**config.mk**
```make
export PLATFORM = sky130hd
export DESIGN_NAME = alarm_clock_multi
export DESIGN_NICKNAME = d
export VERILOG_FILES = /design/src/rtl/alarm_clock_multi.sv
export SDC_FILE = /design/constraint.sdc
export NUM_CORES = 1
export LEC_CHECK = 0
export ABC_CLOCK_PERIOD_IN_PS = 2100
export CAP_MARGIN = 10
export CORE_MARGIN = 5
export CORE_UTILIZATION = 51
export DETAILED_ROUTE_END_ITERATION = 7
export GPL_ROUTABILITY_DRIVEN = 1
export PLACE_DENSITY = 0.76
export SLEW_MARGIN = 10
export SYNTH_ARGS = -nofsm -noshare
export SYNTH_HDL_FRONTEND = slang
export SYNTH_SLANG_ARGS = --single-unit
```
**constraint.sdc**
```tcl
create_clock -name clk -period 2.1 [get_ports clk]
set_input_delay 0.525 -clock clk [delete_from_list [all_inputs] [get_ports clk]]
set_output_delay 0.525 -clock clk [all_outputs]
set_load 0.1 [all_outputs]
```
**src/rtl/alarm_clock_multi.sv**
```systemverilog
// alarm_clock_multi
//   24-hour BCD time-of-day clock with NUM_ALARMS programmable HH:MM alarm slots.
//   A prescaler divides clk down to a one-second tick. Time advances on each tick.
//   When the time changes (by a tick or by a load), the enabled slots are compared
//   against HH:MM:00 on the following edge. The lowest matching slot starts ringing.
//   Ringing stops after RING_SEC seconds, on stop_al, or when the slot's enable drops.
//
// Configuration macro:
//   ALARM_SNOOZE_EN - when defined, a snooze request while ringing silences the
//                     alarm for SNOOZE_SEC seconds, after which it rings again with
//                     the same alarm_id. When undefined, snooze is ignored.
//
// Ports:
//   clk, reset_n               clock, asynchronous active-low reset
//   h_in1,h_in0,m_in1,m_in0    BCD HH:MM load value shared by ld_time / ld_alarm
//   ld_time                    load time of day (seconds cleared, prescaler cleared)
//   ld_alarm, al_sel           load HH:MM into alarm slot al_sel
//   al_en                      per-slot alarm enable
//   stop_al, snooze            user controls while ringing / snoozed
//   alarm, alarm_id            ringing indicator and the slot that triggered it
//   tick_1s                    one-clk pulse per second
//   h_out1..s_out0             BCD time of day HH:MM:SS
module alarm_clock_multi #(
    parameter int CLK_DIV    = 10,
    parameter int NUM_ALARMS = 4,
    parameter int SNOOZE_SEC = 300,
    parameter int RING_SEC   = 60,
    localparam int AW = (NUM_ALARMS > 1) ? $clog2(NUM_ALARMS) : 1
) (
    input  logic                  clk,
    input  logic                  reset_n,
    input  logic [1:0]            h_in1,
    input  logic [3:0]            h_in0,
    input  logic [3:0]            m_in1,
    input  logic [3:0]            m_in0,
    input  logic                  ld_time,
    input  logic                  ld_alarm,
    input  logic [AW-1:0]         al_sel,
    input  logic [NUM_ALARMS-1:0] al_en,
    input  logic                  stop_al,
    input  logic                  snooze,
    output logic                  alarm,
    output logic [AW-1:0]         alarm_id,
    output logic                  tick_1s,
    output logic [1:0]            h_out1,
    output logic [3:0]            h_out0,
    output logic [3:0]            m_out1,
    output logic [3:0]            m_out0,
    output logic [3:0]            s_out1,
    output logic [3:0]            s_out0
);

    localparam int PW = $clog2(CLK_DIV);
    localparam int RW = (RING_SEC > 1) ? $clog2(RING_SEC + 1) : 1;
    localparam logic [AW:0] NUM_SLOTS = (AW + 1)'(NUM_ALARMS);

    typedef enum logic [1:0] {
        IDLE    = 2'd0,
        RINGING = 2'd1
`ifdef ALARM_SNOOZE_EN
        , SNOOZED = 2'd2
`endif
    } state_t;

    // A BCD HH:MM value is usable only if every digit is decimal and it is a real time.
    function automatic logic hhmm_valid(input logic [1:0] h1, input logic [3:0] h0,
                                        input logic [3:0] m1, input logic [3:0] m0);
        logic hour_ok;
        hour_ok = ((h1 < 2'd2) && (h0 <= 4'd9)) || ((h1 == 2'd2) && (h0 <= 4'd3));
        return hour_ok && (m1 <= 4'd5) && (m0 <= 4'd9);
    endfunction

    logic [PW-1:0] presc_r;
    logic [PW-1:0] presc_nxt_s;
    logic          time_chg_r;
    logic          in_valid_s;
    logic          time_load_s;
    logic          alarm_load_s;
    logic [1:0]    nh1_s;
    logic [3:0]    nh0_s, nm1_s, nm0_s, ns1_s, ns0_s;
    logic [1:0]    al_h1_r [NUM_ALARMS];
    logic [3:0]    al_h0_r [NUM_ALARMS];
    logic [3:0]    al_m1_r [NUM_ALARMS];
    logic [3:0]    al_m0_r [NUM_ALARMS];
    logic          hit_s;
    logic          match_s;
    logic [AW-1:0] match_id_s;
    state_t        state_r;
    logic [RW-1:0] ring_cnt_r;
`ifdef ALARM_SNOOZE_EN
    localparam int SW = (SNOOZE_SEC > 1) ? $clog2(SNOOZE_SEC + 1) : 1;
    logic [SW-1:0] snz_cnt_r;
`else
    logic          unused_snooze_s;
    assign unused_snooze_s = snooze;
`endif

    assign in_valid_s   = hhmm_valid(h_in1, h_in0, m_in1, m_in0);
    assign time_load_s  = ld_time && in_valid_s;
    assign alarm_load_s = ld_alarm && in_valid_s && ({1'b0, al_sel} < NUM_SLOTS);

    // Prescaler successor value: wraps at CLK_DIV-1.
    always_comb begin
        if (presc_r == PW'(CLK_DIV - 1)) begin
            presc_nxt_s = {PW{1'b0}};
        end else begin
            presc_nxt_s = presc_r + PW'(1);
        end
    end

    // Time-of-day successor: ripple BCD carry through seconds, minutes and hours.
    always_comb begin
        nh1_s = h_out1;
        nh0_s = h_out0;
        nm1_s = m_out1;
        nm0_s = m_out0;
        ns1_s = s_out1;
        ns0_s = s_out0;
        if (s_out0 == 4'd9) begin
            ns0_s = 4'd0;
            if (s_out1 == 4'd5) begin
                ns1_s = 4'd0;
                if (m_out0 == 4'd9) begin
                    nm0_s = 4'd0;
                    if (m_out1 == 4'd5) begin
                        nm1_s = 4'd0;
                        if ((h_out1 == 2'd2) && (h_out0 == 4'd3)) begin
                            nh1_s = 2'd0;
                            nh0_s = 4'd0;
                        end else if (h_out0 == 4'd9) begin
                            nh1_s = h_out1 + 2'd1;
                            nh0_s = 4'd0;
                        end else begin
                            nh0_s = h_out0 + 4'd1;
                        end
                    end else begin
                        nm1_s = m_out1 + 4'd1;
                    end
                end else begin
                    nm0_s = m_out0 + 4'd1;
                end
            end else begin
                ns1_s = s_out1 + 4'd1;
            end
        end else begin
            ns0_s = s_out0 + 4'd1;
        end
    end

    // Prescaler, tick and time-of-day registers; a valid load beats a same-cycle tick.
    // tick_1s is registered one cycle early so it is high exactly while presc_r==CLK_DIV-1.
    always_ff @(posedge clk or negedge reset_n) begin
        if (!reset_n) begin
            presc_r    <= {PW{1'b0}};
            tick_1s    <= 1'b0;
            time_chg_r <= 1'b0;
            h_out1     <= 2'd0;
            h_out0     <= 4'd0;
            m_out1     <= 4'd0;
            m_out0     <= 4'd0;
            s_out1     <= 4'd0;
            s_out0     <= 4'd0;
        end else begin
            time_chg_r <= time_load_s || tick_1s;
            if (time_load_s) begin
                presc_r <= {PW{1'b0}};
                tick_1s <= 1'b0;
                h_out1  <= h_in1;
                h_out0  <= h_in0;
                m_out1  <= m_in1;
                m_out0  <= m_in0;
                s_out1  <= 4'd0;
                s_out0  <= 4'd0;
            end else begin
                presc_r <= presc_nxt_s;
                tick_1s <= (presc_nxt_s == PW'(CLK_DIV - 1));
                if (tick_1s) begin
                    h_out1 <= nh1_s;
                    h_out0 <= nh0_s;
                    m_out1 <= nm1_s;
                    m_out0 <= nm0_s;
                    s_out1 <= ns1_s;
                    s_out0 <= ns0_s;
                end
            end
        end
    end

    // Alarm slot storage, written by a valid ld_alarm to an existing slot.
    always_ff @(posedge clk or negedge reset_n) begin
        if (!reset_n) begin
            for (int i = 0; i < NUM_ALARMS; i++) begin
                al_h1_r[i] <= 2'd0;
                al_h0_r[i] <= 4'd0;
                al_m1_r[i] <= 4'd0;
                al_m0_r[i] <= 4'd0;
            end
        end else if (alarm_load_s) begin
            al_h1_r[al_sel] <= h_in1;
            al_h0_r[al_sel] <= h_in0;
            al_m1_r[al_sel] <= m_in1;
            al_m0_r[al_sel] <= m_in0;
        end
    end

    // Slot comparison; scanning from the top down leaves the lowest matching index.
    always_comb begin
        hit_s      = 1'b0;
        match_s    = 1'b0;
        match_id_s = {AW{1'b0}};
        for (int i = NUM_ALARMS - 1; i >= 0; i--) begin
            hit_s = al_en[i] && (al_h1_r[i] == h_out1) && (al_h0_r[i] == h_out0) &&
                    (al_m1_r[i] == m_out1) && (al_m0_r[i] == m_out0) &&
                    (s_out1 == 4'd0) && (s_out0 == 4'd0);
            match_s    = match_s | hit_s;
            match_id_s = hit_s ? AW'(i) : match_id_s;
        end
    end

    // Alarm state machine with registered alarm / alarm_id outputs.
    always_ff @(posedge clk or negedge reset_n) begin
        if (!reset_n) begin
            state_r    <= IDLE;
            alarm      <= 1'b0;
            alarm_id   <= {AW{1'b0}};
            ring_cnt_r <= {RW{1'b0}};
`ifdef ALARM_SNOOZE_EN
            snz_cnt_r  <= {SW{1'b0}};
`endif
        end else begin
            case (state_r)
                IDLE: begin
                    if (time_chg_r && match_s) begin
                        state_r    <= RINGING;
                        alarm      <= 1'b1;
                        alarm_id   <= match_id_s;
                        ring_cnt_r <= RW'(RING_SEC);
                    end
                end
                RINGING: begin
                    if (!al_en[alarm_id] || stop_al) begin
                        state_r <= IDLE;
                        alarm   <= 1'b0;
`ifdef ALARM_SNOOZE_EN
                    end else if (snooze) begin
                        state_r   <= SNOOZED;
                        alarm     <= 1'b0;
                        snz_cnt_r <= SW'(SNOOZE_SEC);
`endif
                    end else if (tick_1s) begin
                        if (ring_cnt_r <= RW'(1)) begin
                            state_r    <= IDLE;
                            alarm      <= 1'b0;
                            ring_cnt_r <= {RW{1'b0}};
                        end else begin
                            ring_cnt_r <= ring_cnt_r - RW'(1);
                        end
                    end
                end
`ifdef ALARM_SNOOZE_EN
                SNOOZED: begin
                    if (!al_en[alarm_id] || stop_al) begin
                        state_r <= IDLE;
                        alarm   <= 1'b0;
                    end else if (tick_1s) begin
                        if (snz_cnt_r <= SW'(1)) begin
                            state_r    <= RINGING;
                            alarm      <= 1'b1;
                            snz_cnt_r  <= {SW{1'b0}};
                            ring_cnt_r <= RW'(RING_SEC);
                        end else begin
                            snz_cnt_r <= snz_cnt_r - SW'(1);
                        end
                    end
                end
`endif
                default: begin
                    state_r <= IDLE;
                    alarm   <= 1'b0;
                end
            endcase
        end
    end

endmodule

```
# After elaboration in Yosys (flattened, before gate mapping)
# Cells that the tools add are included.
op_classes:
  addsub: 8
  order_cmp: 9
  n_eq_ne: 32
  muxes: 66
  n_bitwise: 4
  reduce_logical: 55
op_table:
  columns: ["operator", "count"]
  rows:
  - ["4-bit 2-to-1 mux", 29]
  - ["16-bit bitwise mux", 3]
  - ["4-bit == test", 12]
  - ["2-bit 2-to-1 mux", 17]
  - ["1-bit logical AND", 33]
  - ["4-bit by 1-bit adder with 4-bit output (second input constant)", 6]
  - ["6-bit 2-to-1 mux", 4]
  - ["4-bit == test (second input constant)", 5]
  - ["6-bit one-hot mux with 2 select lines", 1]
  - ["2-bit nonzero test", 6]
  - ["8-bit bitwise mux", 1]
  - ["4-bit demux with 2-bit select", 1]
  - ["2-bit == test", 4]
  - ["4-bit by 3-bit == test with 1-bit output (second input constant)", 2]
  - ["4-bit <= comparator (second input constant)", 2]
  - ["4-bit logical NOT", 2]
  - ["4-bit AND reduction", 2]
  - ["6-bit by 1-bit <= comparator with 1-bit output (second input constant)", 1]
  - ["1-bit 2-to-1 mux", 6]
  - ["2-bit inequality test (second input constant)", 3]
  - ["3-bit inequality test (second input constant)", 2]
  - ["3-bit AND reduction", 2]
  - ["6-bit AND reduction", 1]
  - ["6-bit by 1-bit subtractor with 6-bit output (second input constant)", 1]
  - ["22 further kinds", 28]
word_totals:
  regBits: 95
  in_bits: 26
  out_inout_bits: 26
  wordCells: 203

# Depth between registers and ports, before layout
# Gate-level depths: netlist (run 1).
depth:
  depth_word: 13
  mapped_depth: 11
  ltp_nobuf: 9

# Worst setup path before layout (run 1)
# OpenSTA, ideal clock, no wires.
synth_path:
  path_type: "flip-flop to flip-flop"
  start: "register s_out1[0]"
  end: "register h_out1[1]"
  setup_time_ns: 0.132
  t_arrival_ns: 2.787
  required_time_ns: 1.968
  slack_ns: -0.820
  path_stages_with_launch: 11
  path_buffers: 2
  period_less_slack_ns: 2.920
  path_cell_list: "dfrtp_1 ha_1 and3b_1 buf_6 nand4_4 or4_4 buf_6 nand2b_4 o21bai_1 a21oi_1 o21ai_1"
synth_between:
  elab_chain_cells: 3
synth_lines:
  columns: ["element", "line", "rtl"]
  rows:
  - ["start: declaration", "49", "output logic [3:0] s_out1,"]
  - ["start signal: assignment", "182", "s_out1 <= ns1_s;"]
  - ["4-bit by 3-bit == test with 1-bit output", "121", "if (s_out1 == 4'd5) begin"]
  - ["2-bit nonzero test (no source line)", null, null]
  - ["6-bit AND reduction (no source line)", null, null]
  - ["end signal: assignment", "168", "h_out1 <= h_in1;"]
  - ["end signal: assignment", "178", "h_out1 <= nh1_s;"]
  - ["end: declaration", "45", "output logic [1:0] h_out1,"]
# Every way passes these cells.
# A chain may end at the register's enable or synchronous reset.

# Worst setup path after layout (run 1)
layout_path:
  start: "register m_out0[1]"
  end: "register ring_cnt_r[2]"
layout_between:
  elab_chain_cells: 10
  elab_cells_between_ends: 22
  cone_classes: "eq/ne (5); bitwise (3); reduce/logical (14)"
layout_lines:
  columns: ["element", "line", "rtl"]
  rows:
  - ["start: declaration", "48", "output logic [3:0] m_out0,"]
  - ["start signal: assignment", "171", "m_out0 <= m_in0;"]
  - ["start signal: assignment", "181", "m_out0 <= nm0_s;"]
  - ["4-bit == test", "213", "(al_m1_r[i] == m_out1) && (al_m0_r[i] == m_out0) &&"]
  - ["1-bit logical AND (2 in a row)", "213", null]
  - ["1-bit logical AND", "214", "(s_out1 == 4'd0) && (s_out0 == 4'd0);"]
  - ["1-bit OR (2 in a row)", "215", "match_s = match_s | hit_s;"]
  - ["1-bit OR *", "215", null]
  - ["1-bit logical AND *", "233", "if (time_chg_r && match_s) begin"]
  - ["2-bit inequality test (no source line) *", null, null]
  - ["4-bit AND reduction (no source line) *", null, null]
  - ["end signal: assignment", "226", "ring_cnt_r <= {RW{1'b0}};"]
  - ["end signal: assignment", "237", "ring_cnt_r <= RW'(RING_SEC);"]
  - ["end signal: assignment", "254", "ring_cnt_r <= {RW{1'b0}};"]
  - ["end: declaration", "89", "logic [RW-1:0] ring_cnt_r;"]
# Mark *: on every way between the ends. The rest lies on a longest branch, timed or not.

==> metrics.cfg, run 1 <==
[yosys]
ys_ff_latch=93
synthArstFlopShare_pct=100
synth-seq-area-share_pct=46.9
ys.flop_type=dfrtp_1
synth_edf_count=0
yosysUniqueCellTypes=51
syn-cell-area_um2=4960
syn_nets=477
syn_inst=444
syn_area_per_cell_um2=11.2
synth_warnings=0

[grt]
grt_max_degree=49
grt_use_met2_pct=38.0
grt_overflow=0
first_global_vias=3990
top_usage_layer=met2
antenna_found_initial=0
grt_pass1_wl_mm=20.3
met1_usage_pct=28.3
grtUsageTotal_pct=22.5
grt.met3_usage_pct=3.55

[cts]
htreeDepth=3
cts_root_buf=clkbuf_8
cts_buffers=9
path_clk_slew_ns=0.10
clkLatencyLatePin_ns=0.38
hold_buffers=0
cts_buffer_depth=2
tritoncts=built
cts.sinks=93

[sta]
setup_viol=11
hold_viol=0
fin_crit_sh_pct=107
tns_ns=-1.07
period_needed_ns=2.25
clock_skew_ns=0.0178
fmax_mhz=444
rsz0062_at_grt=yes
fin_ws_ns=-0.151
worstMarginPinSlew_ns=0.406
slew_violations=0
maxSlewHeadroom_pct=72.9

[min_path]
hold_path_class=input pin to asynchronous set/reset pin

[finish]
antennaDiodeCount=0
drive_above_1_share_pct=44.8
fillCellCount=705
fin_nets=591
syn_to_final_growth_pct=38.3
final_cells=696
layout_common_cells=dfrtp_1, buf_4, mux2_2, xnor2_1, buf_12
layout_commonest_cell=dfrtp_1

[floorplan]
rows=36
initial_utilization_pct=51.5
dieArea_um2=11800
die_w_um=109
io_pins=52
placeableCoreArea_um2=9640
die_y_um=109

[setup_path]
r2r-end=ring_cnt_r[2]
crit_required_ns=2.37
worstSetupEndpointType=flop
worst_r2r_path_depth=7
path_class=flop to flop
r2r_setup_slack_ns=-0.15
crit_fanout=6
reg2reg_from=m_out0[1]
cp-start-kind=flop
crit_arrival_ns=2.52

[placed_design]
post-place-ws_ns=-0.572
place_congestion=0.886
detailed_place_hpwl_mm=9.21
dp.cells=670
io_buffers=50

[detailed_routing]
drtAntennaViolNets=0
drt-wirelength-per-cell_um=18.1
drt_iter0_drc=243
drt_pass1_iterations=4
wl_mm=12.6
num_vias=3828
drc_errors=0
post_drt_via_cell_ratio=5.50

[status]
violations=negative setup slack
status=finished with violations

[power_and_ir_drop]
leakage_nw=2.91
p_per_area_nw_per_um2=1070
finalPower_mw=7.31
ir_worst_vdd_mv=0.693

[job]
cap_viol_max_count=0

-- cell usage after synthesis, drive strengths merged, types with 3 or more instances --
cell | n | area [um2]
dfrtp | 93 | 2330
mux2 | 62 | 698
xnor2 | 61 | 534
o21ai | 26 | 130
nand2 | 24 | 90.1
nor2 | 22 | 82.6
buf | 21 | 174
nand4 | 19 | 134
a21oi | 18 | 90.1
inv | 12 | 45.0
ha | 7 | 87.6
nand2b | 7 | 51.3
nand3 | 7 | 35.0
nor3 | 7 | 35.0
nor4 | 6 | 37.5
mux2i | 5 | 50.1
and2 | 4 | 25.0
clkbuf | 4 | 15.0
nor2b | 4 | 25.0
nor3b | 3 | 27.5
xor2 | 3 | 26.3
-- layout make-up --
| cell class | instances | area (um2) | share of cell area (%) |
|---|---|---|---|
| Multi-Input combinational cell | 314 | 2640 | 38.5 |
| Sequential cell | 93 | 2410 | 35.1 |
| Timing Repair Buffer | 128 | 1410 | 20.6 |
| Tap cell | 133 | 166 | 2.43 |
| Clock buffer | 10 | 138 | 2.01 |
| Clock inverter | 6 | 48.8 | 0.711 |
| Inverter | 12 | 47.5 | 0.693 |
-- per-layer routing --
| metal | up-vias | routed length, um | part of all wire, % |
|---|---|---|---|
| met5 | - | 0 | 0 |
| met4 | 0 | 407 | 3.2 |
| met3 | 31 | 482 | 3.8 |
| met2 | 108 | 6480 | 52 |
| met1 | 1916 | 5210 | 41 |
| li1 | 1773 | - | - |
-- cell families (layout without fill, tap and decap cells) --
family                   Yosys count  count (layout)  synth area share [%]
XOR/XNOR                          64              64                  11.3
adder cells (fa/ha/maj)            7               7                  1.77
multiplexers                      67              67                  15.1
AND/OR/NAND/NOR                  118             118                  13.4
flip-flops                        93              93                  46.9
AO/OA/AOI/OAI                     58              58                  6.81
buffers and inverters             37             156                  4.72
-- per-stage QoR --
step	util [%]	hold WS (ns)	instance area [um2]
2_1_floorplan	-	0.229	5080
3_3_place_gp	65.8	0.476	6350
3_5_place_dp	65.8	0.483	6350
4_1_cts	69.5	0.0746	6700
5_1_grt	71.2	0.0847	6860
6_report	71.2	0.0631	6860
-- what timing repair did --
item,4_1_cts,5_1_grt
endpoints found under the setup margin,57,29
pin swaps,21,17
resized for setup,32,28
buffers inserted,6,5
-- power by group --
group          internal, mW  switching (mW)  total, mW
clock network         0.468           0.665       1.13
logic                  1.57            1.98       3.55
registers              2.22           0.413       2.63
total                  4.26            3.06       7.31
-- state kept, by name, indices dropped and copies added, names as in the netlist --
signal	cells
tick_1s	1
alarm_id	2
s_out0	4
al_m1_r	16
presc_r	4
h_out1	2
h_out0	4
ring_cnt_r	6
al_h1_r	8
s_out1	4
al_m0_r	16
m_out1	4
al_h0_r	16
m_out0	4
time_chg_r	1
alarm	1
-- critical path, stage by stage, from the launching register on --
cell and delay, ns:
dfrtp_4 0.57, xnor2_4 0.22, nand4_1 0.17, nor4_2 0.31
nand4_1 0.21, a21oi_2 0.27, a211oi_4 0.10, mux2_2 0.29
-- how the worst max path moves through the flow --
stage | end | cells past startpoint | slack, ns | startpoint
floorplan | h_out1[1] | 11 | -0.26 | s_out1[1]
global placement | al_m0_r[7] | 7 | -0.51 | h_in0[2]
detailed placement | al_m0_r[4] | 7 | -0.57 | h_in0[2]
CTS | ring_cnt_r[2] | 8 | -0.14 | s_out0[2]
global route | ring_cnt_r[2] | 8 | -0.22 | m_out0[1]
finish | ring_cnt_r[2] | 7 | -0.15 | m_out0[1]
Note: power is estimated with default switching activity, not from simulation.
==> inputs of run 2 (changes only) <==
--- a/config.mk
+++ b/config.mk
@@ -7,11 +7,13 @@
 export LEC_CHECK = 0
 export ABC_CLOCK_PERIOD_IN_PS = 2100
 export CAP_MARGIN = 10
+export CORE_ASPECT_RATIO = 1.5
 export CORE_MARGIN = 5
 export CORE_UTILIZATION = 51
 export DETAILED_ROUTE_END_ITERATION = 7
 export GPL_ROUTABILITY_DRIVEN = 1
 export PLACE_DENSITY = 0.76
+export RECOVER_POWER = 25
 export SLEW_MARGIN = 10
 export SYNTH_ARGS = -nofsm -noshare
 export SYNTH_HDL_FRONTEND = slang
==> metrics.cfg, run 2 (synthesis gave the netlist of run 1 again) <==
[cts]
clkLatencyLatePin_ns=0.35  ; -0.03 ns
htreeDepth=3  ; unchanged
cts.sinks=93  ; unchanged
tritoncts=built
cts_buffer_depth=2  ; unchanged
cts_buffers=9  ; unchanged
path_clk_slew_ns=0.07  ; -0.03 ns
cts_root_buf=clkbuf_16

[finish]
antennaDiodeCount=0  ; unchanged
fin_nets=608  ; +2.9%
drive_above_1_share_pct=48.3  ; +3.5 points
layout_commonest_cell=buf_4
syn_to_final_growth_pct=46.0
layout_common_cells=buf_4, dfrtp_1, mux2_2, xnor2_1, buf_12
top_regs=al_h0_r x16, al_m0_r x16, al_m1_r x16

[placed_design]
detailed_place_hpwl_mm=9.60  ; +4.3%
io_buffers=50  ; unchanged
post-place-ws_ns=-0.660  ; -0.0880 ns
place_congestion=0.850  ; -4.0%

[detailed_routing]
drc_errors=0  ; unchanged
drt-wirelength-per-cell_um=21.0  ; +16%
drtAntennaViolNets=0  ; unchanged
wl_mm=14.6  ; +16%
num_vias=4038  ; +5.5%
drt_pass1_iterations=4  ; unchanged
post_drt_via_cell_ratio=5.81  ; +5.6%
drt_iter0_drc=180  ; -26%

[floorplan]
io_pins=52  ; unchanged
rows=44  ; +22%
die_y_um=131  ; +20%
dieArea_um2=11800  ; +0.35%
initial_utilization_pct=51.8  ; +0.32 points
placeableCoreArea_um2=9580  ; -0.62%
die_w_um=90.5  ; -17%

[setup_path]
r2r-end=ring_cnt_r[3]
path_class=flop to flop
cp-start-kind=flop
crit_required_ns=2.33  ; -0.04 ns
cp_slowest_stage_delay_ns=0.54  ; -0.03 ns
crit_fanout=6  ; unchanged
slowest_stage=dfrtp_4
reg2reg_from=m_out0[1]
worstSetupEndpointType=flop
r2r_setup_slack_ns=-0.29  ; -0.14 ns
crit_top_cell=nand4_1
critPathTopFamily=simple AND/OR/NAND/NOR gates
crit_arrival_ns=2.62  ; +0.10 ns
critPathBufInv=1  ; +1
cp.depth=8  ; +1
path_cells=buf_6 > xnor2_2 > nand4_1 > nor4_4 > nand4_1 > a21oi_2 > a211oi_4 > mux2_4
worst_r2r_path_depth=8  ; +1

[sta]
fmax_mhz=419  ; -5.7%
fin_crit_sh_pct=114  ; +6.5 points
setup_viol=15  ; +4
maxSlewHeadroom_pct=42.2  ; -31 points
clock_skew_ns=0.00845  ; -0.00937 ns
slew_violations=0  ; unchanged
hold_viol=0  ; unchanged
period_needed_ns=2.39  ; +0.136 ns
whs_ns=0.289  ; +0.226 ns
rsz0062_at_grt=yes
worstMarginPinSlew_ns=0.868  ; +0.462 ns
fin_ws_ns=-0.287  ; -0.136 ns

[power_and_ir_drop]
ir_worst_vdd_mv=1.11  ; +61%
leakage_nw=3.18  ; +9.0%
p_per_area_nw_per_um2=1120  ; +4.6%

[grt]
grtUsageTotal_pct=24.0  ; +1.5 points
grt_max_degree=35  ; -29%
grt_pass1_wl_mm=22.0  ; +8.4%
first_global_vias=4248  ; +6.5%
antenna_found_initial=0  ; unchanged
grt_overflow=0  ; unchanged

[status]
status=finished with violations
violations=negative setup slack

[job]
cap_viol_max_count=0  ; unchanged

[min_path]
hold_path_class=input pin to asynchronous set/reset pin

run 2: changes by cell type in the layout (fill, tap and decap cells not counted), sizes merged:
cell	previous run	this run
clkdlybuf4s15	0	1
clkdlybuf4s50	19	14
buf	105	120
clkbuf	10	16
clkinvlp	3	1
clkinv	3	2
dlygate4sd2	4	7
run 2: final cells by class:
type | instances | area (um2)
fillers | 581 | 2340
inverters | 12 | 45.0
clock inverters | 3 | 21.3
well taps | 115 | 144
repair buffers | 145 | 1590
flip-flops and latches | 93 | 2410
clock buffers | 13 | 260
multi-input cells | 314 | 2770
run 2: worst max path at each step:
stage,endpoint,slack [ns],start
3_3_place_gp,al_h0_r[6],-0.61,h_in0[2]
6_report,ring_cnt_r[3],-0.29,m_out0[1]
5_1_grt,ring_cnt_r[1],-0.33,m_out0[1]
2_1_floorplan,h_out1[1],-0.26,s_out1[1]
4_1_cts,ring_cnt_r[3],-0.17,s_out0[2]
3_5_place_dp,al_h0_r[6],-0.66,h_in0[2]
run 2: timing repair:
action / CTS / global route
pin swaps: 31 / 14
setup buffers: 12 / 7
setup endpoints to repair: 90 / 44
gates resized for setup: 55 / 36
hold buffers: 0 / 0
gates cloned: 1 / 0
run 2: worst reg2reg max path: cells and delay by family (launching register included):
family | cells | cell delay (ns)
AO/OA/AOI/OAI | 2 | 0.39
XOR/XNOR | 1 | 0.12
buffers and inverters | 1 | 0.15
flip-flops | 1 | 0.54
multiplexers | 1 | 0.32
AND/OR/NAND/NOR | 3 | 0.73
run 2: power by group:
group | internal (mW) | total, mW | switching, mW
Sequential | 2.22 | 2.67 | 0.447
Clock | 0.869 | 1.56 | 0.691
Combinational | 1.77 | 3.86 | 2.09
run 2: metal layers:
layer	global-route usage, %	share of wire [%]	vias up
li1	-	-	1817
met2	42.9	53	136
met5	0	0	-
met1	26.4	36	2033
met3	5.15	4.8	52
met4	13.6	5.8	0
run 2: through the flow:
stage | instance area [um2] | power (mW) | util, % | cells | TNS [ns]
finish | 7240 | 8.08 | 75.6 | 695 | -2.53
global route | 7240 | 8.39 | 75.6 | 695 | -3.52
CTS | 7070 | 7.85 | 73.8 | 688 | -1.04
detailed placement | 6410 | 6.00 | 66.9 | 660 | -47.18
global placement | 6410 | 5.89 | 66.9 | 660 | -44.92
floorplan | 5080 | 4.68 | - | 444 | -1.42
==> inputs of run 3 (changes only) <==
--- a/config.mk
+++ b/config.mk
@@ -7,7 +7,7 @@
 export LEC_CHECK = 0
 export ABC_CLOCK_PERIOD_IN_PS = 2100
 export CAP_MARGIN = 10
-export CORE_ASPECT_RATIO = 1.5
+export CORE_ASPECT_RATIO = 0.6
 export CORE_MARGIN = 5
 export CORE_UTILIZATION = 51
 export DETAILED_ROUTE_END_ITERATION = 7
==> metrics.cfg, run 3 (synthesis gave the netlist of run 1 again) <==
[min_path]
hold_path_class=flop to flop
min_from=al_m1_r[11]

[floorplan]
rows=27  ; -39%
die_y_um=86.4  ; -34%
io_pins=52  ; unchanged
die_w_um=137  ; +52%
dieArea_um2=11900  ; +0.20%
placeableCoreArea_um2=9320  ; -2.7%
initial_utilization_pct=53.2  ; +1.4 points

[grt]
grtUsageTotal_pct=24.1  ; +0.12 points
grt_pass1_wl_mm=21.7  ; -1.6%
grt_max_degree=49  ; +40%
antenna_found_initial=0  ; unchanged
first_global_vias=4032  ; -5.1%
grt_overflow=0  ; unchanged

[placed_design]
dp.cells=665  ; +0.76%
place_area_um2=6310  ; -1.5%
place_congestion=0.978  ; +15%
io_buffers=50  ; unchanged
post-place-ws_ns=-0.635  ; +0.0252 ns
detailed_place_hpwl_mm=9.83  ; +2.4%

[sta]
fin_ws_ns=-0.242  ; +0.0451 ns
fmax_mhz=427  ; +1.9%
slew_violations=28  ; +28
clock_skew_ns=0.00678  ; -0.00167 ns
setup_viol=13  ; -2
tns_ns=-1.75  ; +0.783 ns
fin_crit_sh_pct=112  ; -2.1 points
rsz0062_at_grt=yes
worstMarginPinSlew_ns=1.50  ; +0.636 ns
maxSlewHeadroom_pct=-0.255  ; -42 points
period_needed_ns=2.34  ; -0.0451 ns
hold_viol=0  ; unchanged

[detailed_routing]
drtAntennaViolNets=0  ; unchanged
num_vias=3870  ; -4.2%
drt_iter0_drc=229  ; +27%
drt_pass1_iterations=4  ; unchanged
drt-wirelength-per-cell_um=19.7  ; -6.1%
wl_mm=13.7  ; -6.2%
drc_errors=0  ; unchanged
post_drt_via_cell_ratio=5.58  ; -4.0%

[cts]
cts_buffers=9  ; unchanged
cts.sinks=93  ; unchanged
path_clk_slew_ns=0.06  ; about the same
tritoncts=built
cts_root_buf=clkbuf_16
clkLatencyLatePin_ns=0.34  ; about the same
cts_buffer_depth=2  ; unchanged
htreeDepth=3  ; unchanged

[power_and_ir_drop]
leakage_nw=3.03  ; -4.8%
p_per_area_nw_per_um2=1160  ; +3.9%
finalPower_mw=8.14  ; +0.74%
ir_worst_vdd_mv=0.749  ; -33%

[finish]
final_cells=694  ; -0.14%
fin_nets=592  ; -2.6%
stdcell_area_um2=7020  ; -3.0%
fillCellCount=620  ; +6.7%
drive_above_1_share_pct=45.0  ; -3.2 points
top_regs=al_h0_r x16, al_m0_r x16, al_m1_r x16
antennaDiodeCount=0  ; unchanged
layout_common_cells=dfrtp_1, buf_4, mux2_2, xnor2_1, buf_12
multi_input_comb_area_um2=2670  ; -3.7%
syn_to_final_growth_pct=41.6
register_area_um2=2410  ; unchanged

[setup_path]
worstSetupStartpoint=m_out1[1]
worstSetupEndpointType=flop
crit_fanout=6  ; unchanged
reg2reg_from=m_out1[1]
crit_required_ns=2.32  ; about the same
path_class=flop to flop
cp-start-kind=flop
crit_arrival_ns=2.57  ; -0.05 ns

[status]
status=finished with violations
violations=max-capacitance violations, max-slew violations, negative setup slack

[job]
cap_viol_max_count=1  ; +1

run 3: worst paths after layout:
check                                end  depth (start not counted)  slack, ns
max                        ring_cnt_r[4]                          7      -0.24
min                          al_m1_r[11]                          1       0.52
max reg2reg                ring_cnt_r[4]                          7      -0.24
min reg2reg                  al_m1_r[11]                          1       0.52
max in group asynchronous      m_out1[1]                          2       0.37
min in group asynchronous      m_out1[0]                          1       0.54
run 3: report_power, final:
part	internal [mW]	switching (mW)	total, mW	leakage [nW]
Sequential	2.22	0.406	2.63	1.18
Clock	1.14	0.666	1.81	0.162
Combinational	1.61	2.10	3.71	1.69
run 3: critical path: stages, from the launching register on:
cell      delay, ns
dfrtp_4        0.51
xnor2_1        0.28
nand4_1        0.23
nor4_2         0.35
nand4_1        0.19
a21oi_2        0.27
a211oi_4       0.10
mux2_2         0.29
run 3: area by class of cell:
| cell class | instances | area share, % |
|---|---|---|
| Multi-Input combinational cell | 314 | 38.0 |
| Sequential cell | 93 | 34.3 |
| Timing Repair Buffer | 129 | 19.9 |
| Clock buffer | 13 | 3.85 |
| Tap cell | 130 | 2.32 |
| Clock inverter | 3 | 0.962 |
| Inverter | 12 | 0.677 |
run 3: per-stage QoR:
step	utilization (%)	hold WS, ns
after floorplan	-	0.229
after global placement	67.7	0.471
after detailed placement	67.7	0.469
after CTS	74.3	0.100
after global routing	75.3	0.533
final	75.3	0.517
run 3: timing repair:
| action | 4_1_cts | 5_1_grt |
|---|---|---|
| resized for setup | 42 | 23 |
| endpoints found under the setup margin | 91 | 36 |
| buffers inserted | 12 | 4 |
| pin swaps | 18 | 17 |
| hold buffers | 0 | 0 |
run 3: metal layers:
layer | GRT usage, % | part of all wire (%) | vias up
li1 | - | - | 1780
met1 | 34.9 | 47 | 1959
met2 | 37.7 | 46 | 113
met3 | 4.52 | 4.9 | 18
met4 | 6.16 | 1.7 | 0
met5 | 0 | 0 | -
